`config.mk`:
```
export PLATFORM = sky130hd
export DESIGN_NAME = fetch_sequencer
export DESIGN_NICKNAME = d
export VERILOG_FILES = /design/src/rtl/fetch_sequencer.sv
export SDC_FILE = /design/constraint.sdc
export NUM_CORES = 1
export LEC_CHECK = 0
export ABC_AREA = 1
export CORE_ASPECT_RATIO = 0.75
export CORE_MARGIN = 2
export CORE_UTILIZATION = 49
export CTS_BUF_LIST = sky130_fd_sc_hd__clkbuf_4 sky130_fd_sc_hd__clkbuf_8 sky130_fd_sc_hd__clkbuf_16
export CTS_CLUSTER_SIZE = 20
export DETAILED_ROUTE_END_ITERATION = 7
export PLACE_DENSITY = 0.81
export SLEW_MARGIN = 15
export SYNTH_ARGS = -nofsm -noshare
export SYNTH_HDL_FRONTEND = slang
export SYNTH_SLANG_ARGS = --single-unit
```
`constraint.sdc`:
```
create_clock -name clk -period 6.4 [get_ports clk]
set_input_delay 1.92 -clock clk [delete_from_list [all_inputs] [get_ports clk]]
set_output_delay 1.92 -clock clk [all_outputs]
set_load 0.01 [all_outputs]
```
`src/rtl/fetch_sequencer.sv`:
```
// fetch_sequencer: selects the next fetch address (PC+4, branch, jump,
// exception vector), runs the req/ack handshake with a variable-latency
// instruction memory and presents one instruction at a time to decode.
// Optional build macro: FETCH_ALIGN_CHECK_EN (misaligned redirect targets
// raise fetch_error instead of being silently aligned).
module fetch_sequencer #(
  parameter logic [31:0] RESET_VECTOR = 32'h0000_0000,
  parameter logic [31:0] EXC_VECTOR   = 32'h0000_0080,
  parameter int unsigned TIMEOUT      = 15
) (
  input  logic        clk,
  input  logic        reset,
  input  logic        stall,
  input  logic        branch_taken,
  input  logic [31:0] branch_target,
  input  logic        jump,
  input  logic [31:0] jump_target,
  input  logic        exception,
  output logic        imem_req,
  output logic [31:0] imem_addr,
  input  logic        imem_ack,
  input  logic [31:0] imem_rdata,
  output logic        instr_valid,
  output logic [31:0] instr,
  output logic [31:0] pc_out,
  output logic        fetch_error
);

  localparam logic [7:0] TIMEOUT_CNT = 8'(TIMEOUT);

  typedef enum logic [1:0] {IDLE, REQ, DELIVER, ERR} state_t;

  state_t      state, state_n;
  logic [31:0] addr_q, addr_n;
  logic [31:0] instr_q, instr_n;
  logic [31:0] pc_q, pc_n;
  logic [31:0] tgt_q, tgt_n;
  logic        squash_q, squash_n;
  logic        tbad_q, tbad_n;
  logic        ferr_q, ferr_n;
  logic [7:0]  tcnt_q, tcnt_n;
  logic [7:0]  tcnt_inc;

  logic        redir;
  logic [31:0] sel_raw;
  logic [31:0] sel_tgt;
  logic        sel_bad;

  // Redirect arbitration: exception > jump > branch_taken
  always_comb begin
    redir = exception | jump | branch_taken;
    if (exception)  sel_raw = EXC_VECTOR;
    else if (jump)  sel_raw = jump_target;
    else            sel_raw = branch_target;
`ifdef FETCH_ALIGN_CHECK_EN
    sel_tgt = sel_raw;
    sel_bad = redir && !exception && (sel_raw[1:0] != 2'b00);
`else
    sel_tgt = exception ? sel_raw : {sel_raw[31:2], 2'b00};
    sel_bad = 1'b0;
`endif
  end

  // Next-state and next-datapath logic
  always_comb begin
    state_n  = state;
    addr_n   = addr_q;
    instr_n  = instr_q;
    pc_n     = pc_q;
    tgt_n    = tgt_q;
    squash_n = squash_q;
    tbad_n   = tbad_q;
    ferr_n   = 1'b0;
    tcnt_n   = '0;
    tcnt_inc = tcnt_q + 8'd1;
    case (state)
      IDLE: begin
        state_n = REQ;
        addr_n  = RESET_VECTOR;
      end
      REQ: begin
        if (imem_ack) begin
          if (redir) begin
            squash_n = 1'b0;
            tbad_n   = 1'b0;
            if (sel_bad) begin
              state_n = ERR;
              ferr_n  = 1'b1;
            end else begin
              state_n = REQ;
              addr_n  = sel_tgt;
            end
          end else if (squash_q) begin
            // Redirect recorded while the old request was in flight:
            // drop its data and restart at the recorded target.
            squash_n = 1'b0;
            tbad_n   = 1'b0;
            if (tbad_q) begin
              state_n = ERR;
              ferr_n  = 1'b1;
            end else begin
              state_n = REQ;
              addr_n  = tgt_q;
            end
          end else begin
            instr_n = imem_rdata;
            pc_n    = addr_q;
            state_n = DELIVER;
          end
        end else begin
          if (redir) begin
            squash_n = 1'b1;
            tgt_n    = sel_tgt;
            tbad_n   = sel_bad;
          end
          if (tcnt_inc == TIMEOUT_CNT) begin
            state_n  = ERR;
            ferr_n   = 1'b1;
            squash_n = 1'b0;
            tbad_n   = 1'b0;
          end else begin
            tcnt_n = tcnt_inc;
          end
        end
      end
      DELIVER: begin
        if (redir) begin
          if (sel_bad) begin
            state_n = ERR;
            ferr_n  = 1'b1;
          end else begin
            state_n = REQ;
            addr_n  = sel_tgt;
          end
        end else if (!stall) begin
          state_n = REQ;
          addr_n  = pc_q + 32'd4;
        end
      end
      ERR: begin
        state_n  = REQ;
        addr_n   = EXC_VECTOR;
        squash_n = 1'b0;
        tbad_n   = 1'b0;
      end
      default: state_n = IDLE;
    endcase
  end

  // State and datapath registers
  always_ff @(posedge clk or posedge reset) begin
    if (reset) begin
      state    <= IDLE;
      addr_q   <= RESET_VECTOR;
      instr_q  <= '0;
      pc_q     <= RESET_VECTOR;
      tgt_q    <= '0;
      squash_q <= 1'b0;
      tbad_q   <= 1'b0;
      ferr_q   <= 1'b0;
      tcnt_q   <= '0;
    end else begin
      state    <= state_n;
      addr_q   <= addr_n;
      instr_q  <= instr_n;
      pc_q     <= pc_n;
      tgt_q    <= tgt_n;
      squash_q <= squash_n;
      tbad_q   <= tbad_n;
      ferr_q   <= ferr_n;
      tcnt_q   <= tcnt_n;
    end
  end

  assign imem_req    = (state == REQ);
  assign imem_addr   = addr_q;
  assign instr_valid = (state == DELIVER);
  assign instr       = instr_q;
  assign pc_out      = pc_q;
  assign fetch_error = ferr_q;

endmodule
```
==> results of run 1 <==
report_power, final:
part           leakage, nW  internal, mW  switching [mW]
logic                 2.33         0.471           0.439
clock network        0.312         0.697           0.385
registers             1.78          1.08           0.208
total                 4.42          2.25            1.03
critical path, delay by kind of cell:
kind	cells	cell delay [ns]
buf+inv	4	1.09
simple gates	4	0.94
compound gates	2	0.52
final cells by class:
| type | instances | area (um^2) | area share (%) |
|---|---|---|---|
| inverters | 70 | 272 | 2.69 |
| clock buffers | 22 | 488 | 4.83 |
| flip-flops and latches | 140 | 3500 | 34.7 |
| repair buffers | 203 | 2030 | 20.1 |
| well taps | 200 | 250 | 2.48 |
| clock inverters | 10 | 161 | 1.60 |
| multi-input cells | 699 | 3400 | 33.7 |
cells in the final DEF, fill, tap and decap left out, drive strengths merged:
cell type / count
xnor2: 1
a22oi: 7
a21oi: 30
nor4: 2
xor2: 2
o21bai: 1
o21ai: 99
bufinv: 4
clkinvlp: 3
dfrtp: 140
o41ai: 2
o22ai: 3
o221ai: 3
nor3b: 1
nand3b: 1
inv: 69
clkinv: 4
nand3: 36
ha: 3
a211oi: 1
clkbuf: 22
nand4: 4
or2: 1
nor3: 8
mux2: 36
buf: 6
and3: 1
and2: 2
clkdlybuf4s50: 197
nor2: 153
nand2: 291
a31oi: 2
o211ai: 9
routing by layer:
| metal | vias to the layer above | GRT usage (%) |
|---|---|---|
| met5 | - | 0 |
| met2 | 452 | 40.9 |
| met3 | 32 | 8.43 |
| li1 | 3433 | - |
| met4 | 0 | 6.73 |
| met1 | 3348 | 44.3 |
logic make-up (layout without fill, tap and decap cells):
kind of cell	count (synthesis)	count (layout)	share of synthesized area (%)
flops	140	140	47.2
xor+xnor	3	3	0.354
mux	36	36	5.47
fa+ha+maj	3	3	0.506
compound gates	157	157	11.9
buf+inv	110	305	6.92
simple gates	500	500	27.6
state kept, by name, indices dropped and copies added, names as in the netlist:
| register | flops |
|---|---|
| fetch_error | 1 |
| squash_q | 1 |
| pc_out | 32 |
| state | 2 |
| imem_addr | 32 |
| tgt_q | 32 |
| instr | 32 |
| tcnt_q | 8 |
per-stage QoR:
stage,hold slack [ns],cell area [um^2]
3_3_place_gp,0.454,9460
2_1_floorplan,0.442,7420
4_1_cts,0.474,10100
5_1_grt,0.493,10100
3_5_place_dp,0.460,9460
6_report,0.475,10100
path summary, 6_finish.rpt:
check	startpoint	to	slack, ns	cells past startpoint
min in group asynchronous	reset	instr[28]$_DFFE_PP0P_	2.09	2
min reg2reg	tgt_q[23]$_DFFE_PP0P_	tgt_q[23]$_DFFE_PP0P_	0.48	2
max in group asynchronous	reset	pc_out[15]$_DFFE_PP0P_	3.30	3
max	exception	imem_addr[21]$_DFFE_PP0P_	2.28	10
max reg2reg	state[1]$_DFFE_PP0P_	imem_addr[21]$_DFFE_PP0P_	3.89	7
min	tgt_q[23]$_DFFE_PP0P_	tgt_q[23]$_DFFE_PP0P_	0.48	2
==> run_results.csv, run 1 <==
group,metric,value,unit
logic_synthesis,avgSynthCellArea,7.82,um^2
global_routing,grt_max_degree,110,
route,via_per_inst,5.41,
final_layout,finalNonFillerCells,1344,
route,dr.pass1.iters,6,
timing,setup_ws,2.28,ns
timing,rsz0062_at_grt,"false",
route,wl_per_cell,16.9,um
logic_synthesis,synth_largest_area_cell,"dfrtp_1",
die,die_width,146,um
pwr,power_density,325,mW/mm^2
timing,fin_crit_sh,64.3,%
clock_tree,numClockSinks,140,
route,ant_nets,0,
worst_setup_path,required,6.77,ns
clock_tree,cts_resized,0,
logic_synthesis,ys.flop_type,"dfrtp_1",
die,dieHeight,111,um
pwr,p_total,3.29,mW
timing,finalSetupTns,0,ns
worst_setup_path,cp_max_fo,29,
pwr,p_leak,4.42,nW
worst_setup_path,critPathArrivalTime,4.49,ns
final_layout,utilization,69.0,%
pwr,vdd_drop_max,219,uV
clock_tree,tritoncts,"yes",
placed_design,placed_cells,1312,
timing,fmax,0.243,GHz
logic_synthesis,synth_most_common_cell,"nand2_1",
global_routing,antenna_found_initial,0,
die,core,0.0146,mm^2
global_routing,overflow,0,
global_routing,grt_pass1_vias,6761,
route,wl_met3,2810,um
logic_synthesis,synth-async-reset-ratio,100,%
global_routing,grt_pass1_wl,36800,um
hold_path,hp-class,"reg2reg",
clock_tree,clockRootBuffer,"clkbuf_16",
die,io_pins,202,
final_layout,fillers,1264,
timing,setup_viol,0,
final_layout,n_antenna_cell,0,
logic_synthesis,syn_inst,949,
clock_tree,clockBufferDepth,2,
clock_tree,clkSlewWorstSetupHoldPaths,0.06,ns
logic_synthesis,ys_warn_count,0,
placed_design,globalplace.congestion,0.918,
placed_design,io_buffers,197,
clock_tree,post_cts_buffers,0,
logic_synthesis,yosysUniqueCellTypes,42,
route,wl_met1,10200,um
clock_tree,cts_hold_buffers,0,
route,dr_wl_met2,9490,um
final_layout,drive_gt1_share,5.59,%
worst_setup_path,path_cells,"clkdlybuf4s50_1, buf_4, inv_2, nand2_2, buf_4, nor2_1, a22oi_1, o21ai_0, nand2_1, nand2_1",
timing,slew_headroom,34.6,%
timing,hold_viol,0,
global_routing,track_usage,29.1,%
logic_synthesis,seq_area_frac_synth,47.2,%
logic_synthesis,synth.top_cell.area_share,47.2,%
worst_setup_path,cp-start-kind,"input port",
placed_design,hpwl,16500,um
placed_design,place_ws,1.88,ns
logic_synthesis,synth_edf_count,0,
timing,min_period,4.12,ns
logic_synthesis,synth_area_leaders,"dfrtp_1, nand2_1, nor2_1, mux2_1, o21ai_0",
status,status,"completed",
route,top_layer,"met4",
die,rows,38,
route,drt_iter0_markers,758,
final_layout,area_growth,36.2,%
logic_synthesis,syn_area,0.00742,mm^2
die,dieArea,0.0161,mm^2
route,drcViolationCount,0,
timing,tightest_slew,0.980,ns
route,via_count,7265,
clock_tree,htree_levels,4,
final_layout,finalNetCount,1237,
timing,skew,0.00752,ns
worst_setup_path,slowest_stage,"nor2_1",
timing,finalMaxSlewViolations,0,
worst_setup_path,cpPeakStageDelay,0.64,ns
clock_tree,cts_buffers,17,
die,initial_utilization,50.6,%
logic_synthesis,synth_common_cells,"nand2_1, nor2_1, dfrtp_1, o21ai_0, inv_1",
clock_tree,clk_latency,0.43,ns
route,wl,22800,um
worst_setup_path,path_class,"in2reg",
logic_synthesis,synth-seq-cells,140,
worst_setup_path,crit_path_end_kind,"register",
logic_synthesis,syn_nets,1055,
flow_run,drv_cap,0,
Power figures use the tool's default switching activity.
==> run 2: changes to the inputs <==
Settings changed: CORE_UTILIZATION 49 to 44, PLACE_DENSITY 0.81 to 0.77.
Clock period 6.4 ns to 3.5 ns, I/O delays scaled along.
==> run 2 against run 1 <==
Compared with the run above:
- clock skew decreased by 0.0030 ns
- register-to-register slack got worse by 3.0 ns
- wire length grew 1.2%
- sequential share of layout area decreased by 0.45 points
- combinational power rose by 84%
- setup slack lost 1.8 ns
- cell area increased by 1.3%
- utilization decreased by 7.6 points
- sequential cell count unchanged
- non-clock buffer count rose by 12
==> run_results.csv, run 2 (synthesis results as in run 1) <==
group,metric,value,unit
status,status,"completed",
worst_setup_path,path_class,"in2reg",
pwr,combPwrFrac,27.9,%
global_routing,met3_usage,8.16,%
final_layout,final_common_cell,"nand2_1",
global_routing,met2_usage,38.5,%
clock_tree,cts_resized,0,
placed_design,io_buffers,197,
placed_design,hpwl,17000,um
hold_path,hp-class,"reg2reg",
route,dr.pass1.iters,5,
global_routing,grt_busiest_layer,"met1",
clock_tree,post_cts_buffers,0,
final_layout,area_growth,38.0,%
global_routing,track_usage,26.8,%
timing,finalSetupTns,0,ns
pwr,share_seq_of_total_power,39.2,%
die,dieArea,0.0179,mm^2
final_layout,finalNetCount,1249,
timing,min_period,2.99,ns
die,dieHeight,116,um
clock_tree,cts_hold_buffers,0,
pwr,p_int,4.15,mW
flow_run,drv_cap,0,
route,drt_iter0_markers,656,
timing,fin_crit_sh,85.3,%
final_layout,register_area,0.00350,mm^2
timing,skew,0.00450,ns
pwr,power_density,587,mW/mm^2
placed_design,placed_cells,1339,
timing,finalMaxSlewViolations,0,
pwr,swShare,31.0,%
timing,setup_viol,0,
clock_tree,htree_levels,4,
worst_setup_path,cp-start-kind,"input port",
timing,hold_viol,0,
clock_tree,clockRootBuffer,"clkbuf_16",
route,ant_nets,0,
final_layout,finalNonFillerCells,1371,
clock_tree,clockBufferDepth,2,
die,core,0.0167,mm^2
clock_tree,clkSlewWorstSetupHoldPaths,0.06,ns
die,die_width,154,um
route,drcViolationCount,0,
final_layout,fillers,1434,
die,io_pins,202,
global_routing,antenna_found_initial,0,
pwr,clock_power_share,33.0,%
clock_tree,tritoncts,"yes",
worst_setup_path,critPathArrivalTime,3.29,ns
clock_tree,clk_latency,0.43,ns
clock_tree,cts_buffers,17,
pwr,switchingPower,1.86,mW
worst_setup_path,slowest_stage,"clkdlybuf4s50_1",
global_routing,grtUsageMet1,39.6,%
die,initial_utilization,44.5,%
global_routing,overflow,0,
worst_setup_path,cpPeakStageDelay,0.52,ns
final_layout,drive_gt1_share,6.57,%
final_layout,n_antenna_cell,0,
worst_setup_path,path_cells,"clkdlybuf4s50_1, nor2_4, nand2_2, nor2_2, nand2_4, nand2_2, nor2_4, clkinv_2, a21oi_1, a21oi_1",
final_layout,final_cell_mix,"nand2_1, clkdlybuf4s50_1, nor2_1, dfrtp_1, o21ai_0",
timing,tightest_slew,0.633,ns
global_routing,grt_pass1_wl,36800,um
die,rows,41,
route,via_per_inst,5.27,
timing,fin_hold_ws,0.475,ns
placed_design,globalplace.congestion,0.879,
route,wl_per_cell,16.8,um
final_layout,multi_input_area,0.00340,mm^2
global_routing,grt_pass1_vias,6736,
route,via_count,7219,
global_routing,grt_max_degree,81,
pwr,vdd_drop_max,339,uV
clock_tree,numClockSinks,140,
timing,rsz0062_at_grt,"false",
timing,fmax,0.335,GHz
pwr,p_leak,4.49,nW
worst_setup_path,required,3.80,ns
worst_setup_path,cp_max_fo,34,
route,wl,23000,um
timing,slew_headroom,57.7,%
worst_setup_path,crit_path_end_kind,"register",
## run 2: changes by cell type in the layout (fill, tap and decap cells not counted)
cell,delta
buf_12,+2
buf_4,+10
bufinv_16,+1
clkbuf_4,+1
clkbuf_8,-3
clkinv_2,+2
inv_6,-1
## run 2: metrics by stage
stage,area (um^2),power [mW],utilization (%),setup WS [ns]
after CTS,10200,6.03,61.4,0.563
after global routing,10200,6.32,61.4,0.280
after global placement,9590,4.00,57.5,0.167
after floorplan,7420,3.02,-,0.701
after detailed placement,9590,4.04,57.5,0.143
final,10200,6.01,61.4,0.513
## run 2: path summary, 6_finish.rpt
kind	start	endpoint	slack [ns]	cells after the start
max	jump	imem_addr[11]$_DFFE_PP0P_	0.51	10
min	tgt_q[2]$_DFFE_PP0P_	tgt_q[2]$_DFFE_PP0P_	0.48	2
max in group asynchronous	reset	tgt_q[7]$_DFFE_PP0P_	1.79	3
min in group asynchronous	reset	instr[12]$_DFFE_PP0P_	0.97	2
max reg2reg	state[0]$_DFFE_PP0P_	imem_addr[11]$_DFFE_PP0P_	0.85	11
min reg2reg	tgt_q[2]$_DFFE_PP0P_	tgt_q[2]$_DFFE_PP0P_	0.48	2
## run 2: final cells by class
class	count	area share, %
well taps	215	2.63
repair buffers	215	21.0
clock inverters	12	1.89
inverters	70	2.64
multi-input cells	699	33.2
flip-flops and latches	140	34.2
clock buffers	20	4.44
## run 2: power by group through the flow
| stage | Sequential [mW] | Clock [mW] | Combinational (mW) |
|---|---|---|---|
| 3_3_place_gp | 2.35 | 0 | 1.64 |
| 6_report | 2.35 | 1.98 | 1.68 |
| 2_1_floorplan | 2.41 | 0 | 0.608 |
| 5_1_grt | 2.40 | 2.09 | 1.83 |
| 4_1_cts | 2.34 | 2.01 | 1.68 |
| 3_5_place_dp | 2.37 | 0 | 1.67 |
## run 2: layer usage
metal | share of wire [%] | vias to the layer above
li1 | - | 3459
met1 | 47 | 3381
met2 | 41 | 359
met3 | 11 | 20
met4 | 1.2 | 0
met5 | 0 | -
## run 2: worst max-delay path, delay by kind of cell
kind | cells | cell delay, ns
buf+inv | 2 | 1.03
simple gates | 6 | 0.81
compound gates | 2 | 0.38
